$ cat src/rtl/attopu_ctrl.sv
`default_nettype none
// ============================================================================
// Module   : attopu_ctrl
// Purpose  : attopu instruction sequencer, 4x16 register file and ALU driver.
// Revision : 1.0 - initial release
// ============================================================================
module attopu_ctrl (
    input  logic        clk,
    input  logic        rst,
    output logic        imem_req,
    output logic [7:0]  imem_addr,
    input  logic        imem_ack,
    input  logic [15:0] imem_data,
    output logic [6:0]  alu_op,
    output logic [15:0] alu_in1,
    output logic [15:0] alu_in2,
    input  logic [15:0] alu_out,
    input  logic        alu_c,
    input  logic        alu_z,
    output logic [7:0]  pc,
    output logic        halted,
    output logic        err,
    input  logic [1:0]  dbg_sel,
    output logic [15:0] dbg_data
);

    localparam logic [1:0] ST_FETCH  = 2'd0;
    localparam logic [1:0] ST_EXEC   = 2'd1;
    localparam logic [1:0] ST_HALTED = 2'd2;

    localparam logic [3:0] OP_MV   = 4'd0;
    localparam logic [3:0] OP_ADD  = 4'd1;
    localparam logic [3:0] OP_MVI  = 4'd2;
    localparam logic [3:0] OP_JMP  = 4'd3;
    localparam logic [3:0] OP_JZ   = 4'd4;
    localparam logic [3:0] OP_JC   = 4'd5;
    localparam logic [3:0] OP_HALT = 4'd6;

    logic [1:0]  state_q, state_d;
    logic [7:0]  pc_q, pc_d;
    logic [15:0] ir_q, ir_d;
    logic        err_q, err_d;
    logic [15:0] regs_q [4];
    logic [15:0] regs_d [4];

    logic [6:0]  alu_op_w;
    logic [15:0] alu_in1_w;
    logic [15:0] alu_in2_w;

    logic [3:0]  ir_op;
    logic [1:0]  ir_rd;
    logic [1:0]  ir_rs;
    logic [7:0]  ir_imm;

    assign ir_op  = ir_q[15:12];
    assign ir_rd  = ir_q[11:10];
    assign ir_rs  = ir_q[9:8];
    assign ir_imm = ir_q[7:0];

    always_comb begin
        state_d   = state_q;
        pc_d      = pc_q;
        ir_d      = ir_q;
        err_d     = err_q;
        regs_d    = regs_q;
        alu_op_w  = 7'd0;
        alu_in1_w = 16'd0;
        alu_in2_w = 16'd0;
        case (state_q)
            ST_FETCH: begin
                if (imem_ack) begin
                    ir_d    = imem_data;
                    pc_d    = pc_q + 8'd1;
                    state_d = ST_EXEC;
                end
            end
            ST_EXEC: begin
                state_d = ST_FETCH;
                case (ir_op)
                    OP_MV: begin
                        alu_in1_w     = regs_q[ir_rs];
                        regs_d[ir_rd] = alu_out;
                    end
                    OP_ADD: begin
                        alu_op_w      = 7'd1;
                        alu_in1_w     = regs_q[ir_rd];
                        alu_in2_w     = regs_q[ir_rs];
                        regs_d[ir_rd] = alu_out;
                    end
                    OP_MVI: begin
                        alu_in1_w     = {{8{ir_imm[7]}}, ir_imm};
                        regs_d[ir_rd] = alu_out;
                    end
                    OP_JMP:  pc_d = ir_imm;
                    OP_JZ:   if (alu_z) pc_d = ir_imm;
                    OP_JC:   if (alu_c) pc_d = ir_imm;
                    OP_HALT: state_d = ST_HALTED;
                    default: begin
                        state_d = ST_HALTED;
                        err_d   = 1'b1;
                    end
                endcase
            end
            ST_HALTED: state_d = ST_HALTED;
            default:   state_d = ST_FETCH;
        endcase
        // The ALU latches flags on any edge with op=1, so reset must mask it.
        if (rst) begin
            alu_op_w  = 7'd0;
            alu_in1_w = 16'd0;
            alu_in2_w = 16'd0;
        end
    end

    always_ff @(posedge clk) begin
        if (rst) begin
            state_q <= ST_FETCH;
            pc_q    <= 8'd0;
            ir_q    <= 16'd0;
            err_q   <= 1'b0;
            for (int i = 0; i < 4; i++) regs_q[i] <= 16'd0;
        end else begin
            state_q <= state_d;
            pc_q    <= pc_d;
            ir_q    <= ir_d;
            err_q   <= err_d;
            regs_q  <= regs_d;
        end
    end

    assign imem_req  = (state_q == ST_FETCH);
    assign imem_addr = pc_q;
    assign pc        = pc_q;
    assign halted    = (state_q == ST_HALTED);
    assign err       = err_q;
    assign alu_op    = alu_op_w;
    assign alu_in1   = alu_in1_w;
    assign alu_in2   = alu_in2_w;
    assign dbg_data  = regs_q[dbg_sel];

endmodule
`default_nettype wire

$ cat config.mk
export PLATFORM = sky130hd
export DESIGN_NAME = attopu_ctrl
export DESIGN_NICKNAME = d
export VERILOG_FILES = /design/src/rtl/attopu_ctrl.sv
export SDC_FILE = /design/constraint.sdc
export NUM_CORES = 1
export LEC_CHECK = 0
export CELL_PAD_IN_SITES_DETAIL_PLACEMENT = 1
export CELL_PAD_IN_SITES_GLOBAL_PLACEMENT = 2
export CORE_AREA = 2 2 136 138
export DETAILED_ROUTE_END_ITERATION = 6
export DIE_AREA = 0 0 138 140
export GPL_ROUTABILITY_DRIVEN = 0
export GPL_TIMING_DRIVEN = 0
export PLACE_DENSITY = 0.85
export SLEW_MARGIN = 20
export SYNTH_ARGS = -nofsm -noshare
export SYNTH_HDL_FRONTEND = slang
export SYNTH_SLANG_ARGS = --single-unit
$ cat constraint.sdc
create_clock -name clk -period 6.46 [get_ports clk]
set_input_delay 1.938 -clock clk [delete_from_list [all_inputs] [get_ports clk]]
set_output_delay 1.938 -clock clk [all_outputs]
set_load 0.01 [all_outputs]
==> results of run 1 <==
power by group through the flow:
stage | Sequential (mW) | Clock (mW) | Combinational, mW
2_1_floorplan | 0.603 | 0 | 0.129
3_3_place_gp | 0.606 | 0 | 0.216
3_5_place_dp | 0.607 | 0 | 0.220
4_1_cts | 0.595 | 0.559 | 0.221
5_1_grt | 0.598 | 0.580 | 0.236
6_report | 0.595 | 0.551 | 0.221
cell type report:
type / instances / area share
Inverter: 3 / 0.00163
Tap cell: 229 / 0.0416
Timing Repair Buffer: 104 / 0.151
Sequential cell: 91 / 0.264
Clock inverter: 6 / 0.0105
Multi-Input combinational cell: 373 / 0.451
Buffer: 58 / 0.0468
Clock buffer: 10 / 0.0332
synthesized netlist by cell type (2+ instances only):
master and instances:
nand4_1 4, mux4_2 48, buf_6 2, nor2_1 75, nand2_1 47, buf_1 3
inv_1 3, buf_2 15, a22oi_1 16, nor4_1 2, nand2b_1 3, a21oi_1 40
and2_1 17, buf_4 19, dfxtp_1 91, a311oi_1 2, nor2b_1 3, o32ai_1 3
o21ai_0 4, clkbuf_1 19, mux2i_1 65, nand3_1 5, nor3b_1 2, and3_1 3
nand4b_1 2
worst max path at each step:
stage,start,slack [ps],to,cells after the start
6_report,rst,420,alu_in1[14],6
5_1_grt,rst,310,alu_in1[5],6
4_1_cts,rst,430,alu_in1[14],6
3_5_place_dp,rst,440,alu_in1[14],6
3_3_place_gp,rst,430,alu_in1[7],6
2_1_floorplan,dbg_sel[1],1310,dbg_data[10],3
registers in the layout, indices dropped and copies added (netlist names):
| name | flops |
|---|---|
| regs_q | 64 |
| imem_addr | 8 |
| state_q | 2 |
| ir_q | 16 |
| err | 1 |
through the flow:
step | power (mW) | util | hold slack, ps | instance area, um2 | setup WS (ps)
2_1_floorplan | 0.732 | - | 449 | 5270 | 1310
3_3_place_gp | 0.822 | 0.371 | 468 | 6590 | 431
3_5_place_dp | 0.827 | 0.371 | 470 | 6590 | 440
4_1_cts | 1.37 | 0.388 | 481 | 6900 | 431
5_1_grt | 1.41 | 0.388 | 517 | 6900 | 311
6_report | 1.37 | 0.388 | 478 | 6900 | 421
metal layers:
layer | vias to the layer above | GRT usage | wire (um) | share of wire
met3 | 14 | 0.0516 | 1090 | 0.058
met2 | 128 | 0.346 | 9520 | 0.51
met1 | 2322 | 0.240 | 7980 | 0.42
met5 | - | 0 | 0 | 0
met4 | 0 | 0.0483 | 202 | 0.011
li1 | 2122 | - | - | -
worst min-delay path, cell delays in order (launching register included):
cell     delay [ps]
dfxtp_1         330
a21oi_1          50
nor2_1           70
logic make-up after synthesis:
kind of cell	count (synthesis)	synth area share
mux	113	0.330
buf+inv	61	0.0637
simple gates	176	0.160
fa+ha+maj	1	0.00238
compound gates	77	0.0961
other cells	1	0.000715
flops	91	0.347
==> flow_metrics.py, run 1 <==
metrics = {
    "status": {
        "status": "completed",
    },
    "synth": {
        "ys_seq_elements": 91,
        "syn_avg_cell_area_um2": 10.1,
        "yosysUniqueCellTypes": 52,
        "ys_seq_area_frac": 0.347,
        "netlist_area_um2": 5250,
        "synth_edf_count": 0,
        "synth_top_area_frac": 0.347,
        "netlist_instances": 520,
        "ys_warn_count": 0,
        "yosysTopAreaCell": "dfxtp_1",
        "async_reset_ff_frac": 0,
        "synthFlopType": "dfxtp_1",
        "synth.area.top_cells": "dfxtp_1, mux4_2, mux2i_1",
    },
    "global_route": {
        "grt_usage": 0.196,
        "antenna_found_initial": 0,
        "grt_pass1_wl_mm": 29.1,
        "grt_pass1_vias": 4954,
        "grt_overflow": 0,
        "grt_max_degree": 17,
    },
    "timing": {
        "finalSetupTns_ps": 0,
        "tightestPinTransition_ps": 835,
        "fmax_mhz": 166,
        "max-slew-margin-rel": 0.443,
        "period_share": 0.935,
        "hold_viol": 0,
        "period_needed_ps": 6040,
        "skew_ps": 12.4,
        "finalSetupViolCount": 0,
        "rsz0062_at_grt": "no",
        "slew_violations": 0,
    },
    "power_and_ir_drop": {
        "powerDensity_nw_per_um2": 198,
        "ir_drop_v": 0.000131,
        "seqPwrFrac": 0.435,
        "combPwrFrac": 0.161,
        "intPower_mw": 0.981,
        "leakage_nw": 2.68,
        "power.switching_mw": 0.385,
        "power.clock.fraction": 0.403,
        "swShare": 0.282,
    },
    "critical_path": {
        "start_kind": "input port",
        "reg2reg_setup_slack_ps": 4320,
        "rr_worst_depth": 6,
        "timing.critical_path.buf_inv": 4,
        "arrival_ps": 4100,
        "critPathMostFrequentCell": "clkdlybuf4s50_1",
        "cpPeakStageDelay_ps": 580,
        "crit_required_ps": 4520,
        "r2r-start": "state_q[0]$_SDFFE_PP0P_",
        "reg2reg_to": "regs_q[14]$_SDFFE_PP0P_",
        "cp_cell_sequence": "clkdlybuf4s50_1 -> inv_1 -> nand3_1 -> clkbuf_1 -> a21oi_1 -> clkdlybuf4s50_1",
        "crit_type": "in -> out",
        "crit_family": "buffers and inverters",
        "end_kind": "primary output",
        "crit_fanout": 10,
        "crit_slowest_cell": "clkdlybuf4s50_1",
    },
    "job": {
        "drv_cap": 0,
    },
    "floorplan": {
        "core_um2": 17800,
        "die-area_um2": 19300,
        "dieWidth_um": 138,
        "rows": 49,
        "start_util": 0.295,
        "die_y_um": 140,
        "io_pins": 113,
    },
    "clocking": {
        "cts_tree": "done",
        "h-tree-depth": 3,
        "post_cts_buffers": 0,
        "cts_sinks": 91,
        "cts_hold_buf": 0,
        "clockBufferDepth": 2,
        "ctsResizeCount": 0,
        "root_buffer": "clkbuf_16",
        "clk_pin_slew_ps": 70,
        "clock_latency_ps": 360,
        "numCtsBuffers": 9,
    },
    "layout": {
        "area_growth_pct": 31.4,
        "n_fill_cell": 2043,
        "layout.area.seq_um2": 1820,
        "multi_input_area_um2": 3110,
        "nets": 680,
        "instances_no_fill": 874,
        "diodes": 0,
        "final_cell_mix": "clkdlybuf4s50_1, dfxtp_1, nor2_1",
        "final_common_cell": "clkdlybuf4s50_1",
        "drive_above_1_share": 0.172,
    },
    "worst_hold_path": {
        "hold-path-endpoint": "err$_SDFFE_PP0P_",
        "min-delay-start": "err$_SDFFE_PP0P_",
        "hold_class": "reg -> reg",
        "hold_depth": 2,
    },
    "drt": {
        "ant_nets": 0,
        "wl_per_cell_um": 21.5,
        "vias_per_cell": 5.25,
        "drc_errors": 0,
        "dr.pass1.iters": 4,
        "dr_total_vias": 4586,
        "first_iter_violations": 258,
        "wl_mm": 18.8,
    },
    "placement": {
        "dp_hpwl_mm": 13.6,
        "portBuffers": 104,
        "dpl.cell_count": 858,
    },
}
Note: power is estimated with default switching activity, not from simulation.
==> run 2: changes to the inputs <==
--- a/config.mk
+++ b/config.mk
@@ -10,7 +10,7 @@
 export CORE_AREA = 2 2 136 138
 export DETAILED_ROUTE_END_ITERATION = 6
 export DIE_AREA = 0 0 138 140
-export GPL_ROUTABILITY_DRIVEN = 0
+export GPL_ROUTABILITY_DRIVEN = 1
 export GPL_TIMING_DRIVEN = 0
 export PLACE_DENSITY = 0.85
 export SLEW_MARGIN = 20
==> results of run 2 <==
The final DEF is identical to that of run 1; final timing and power are the same.
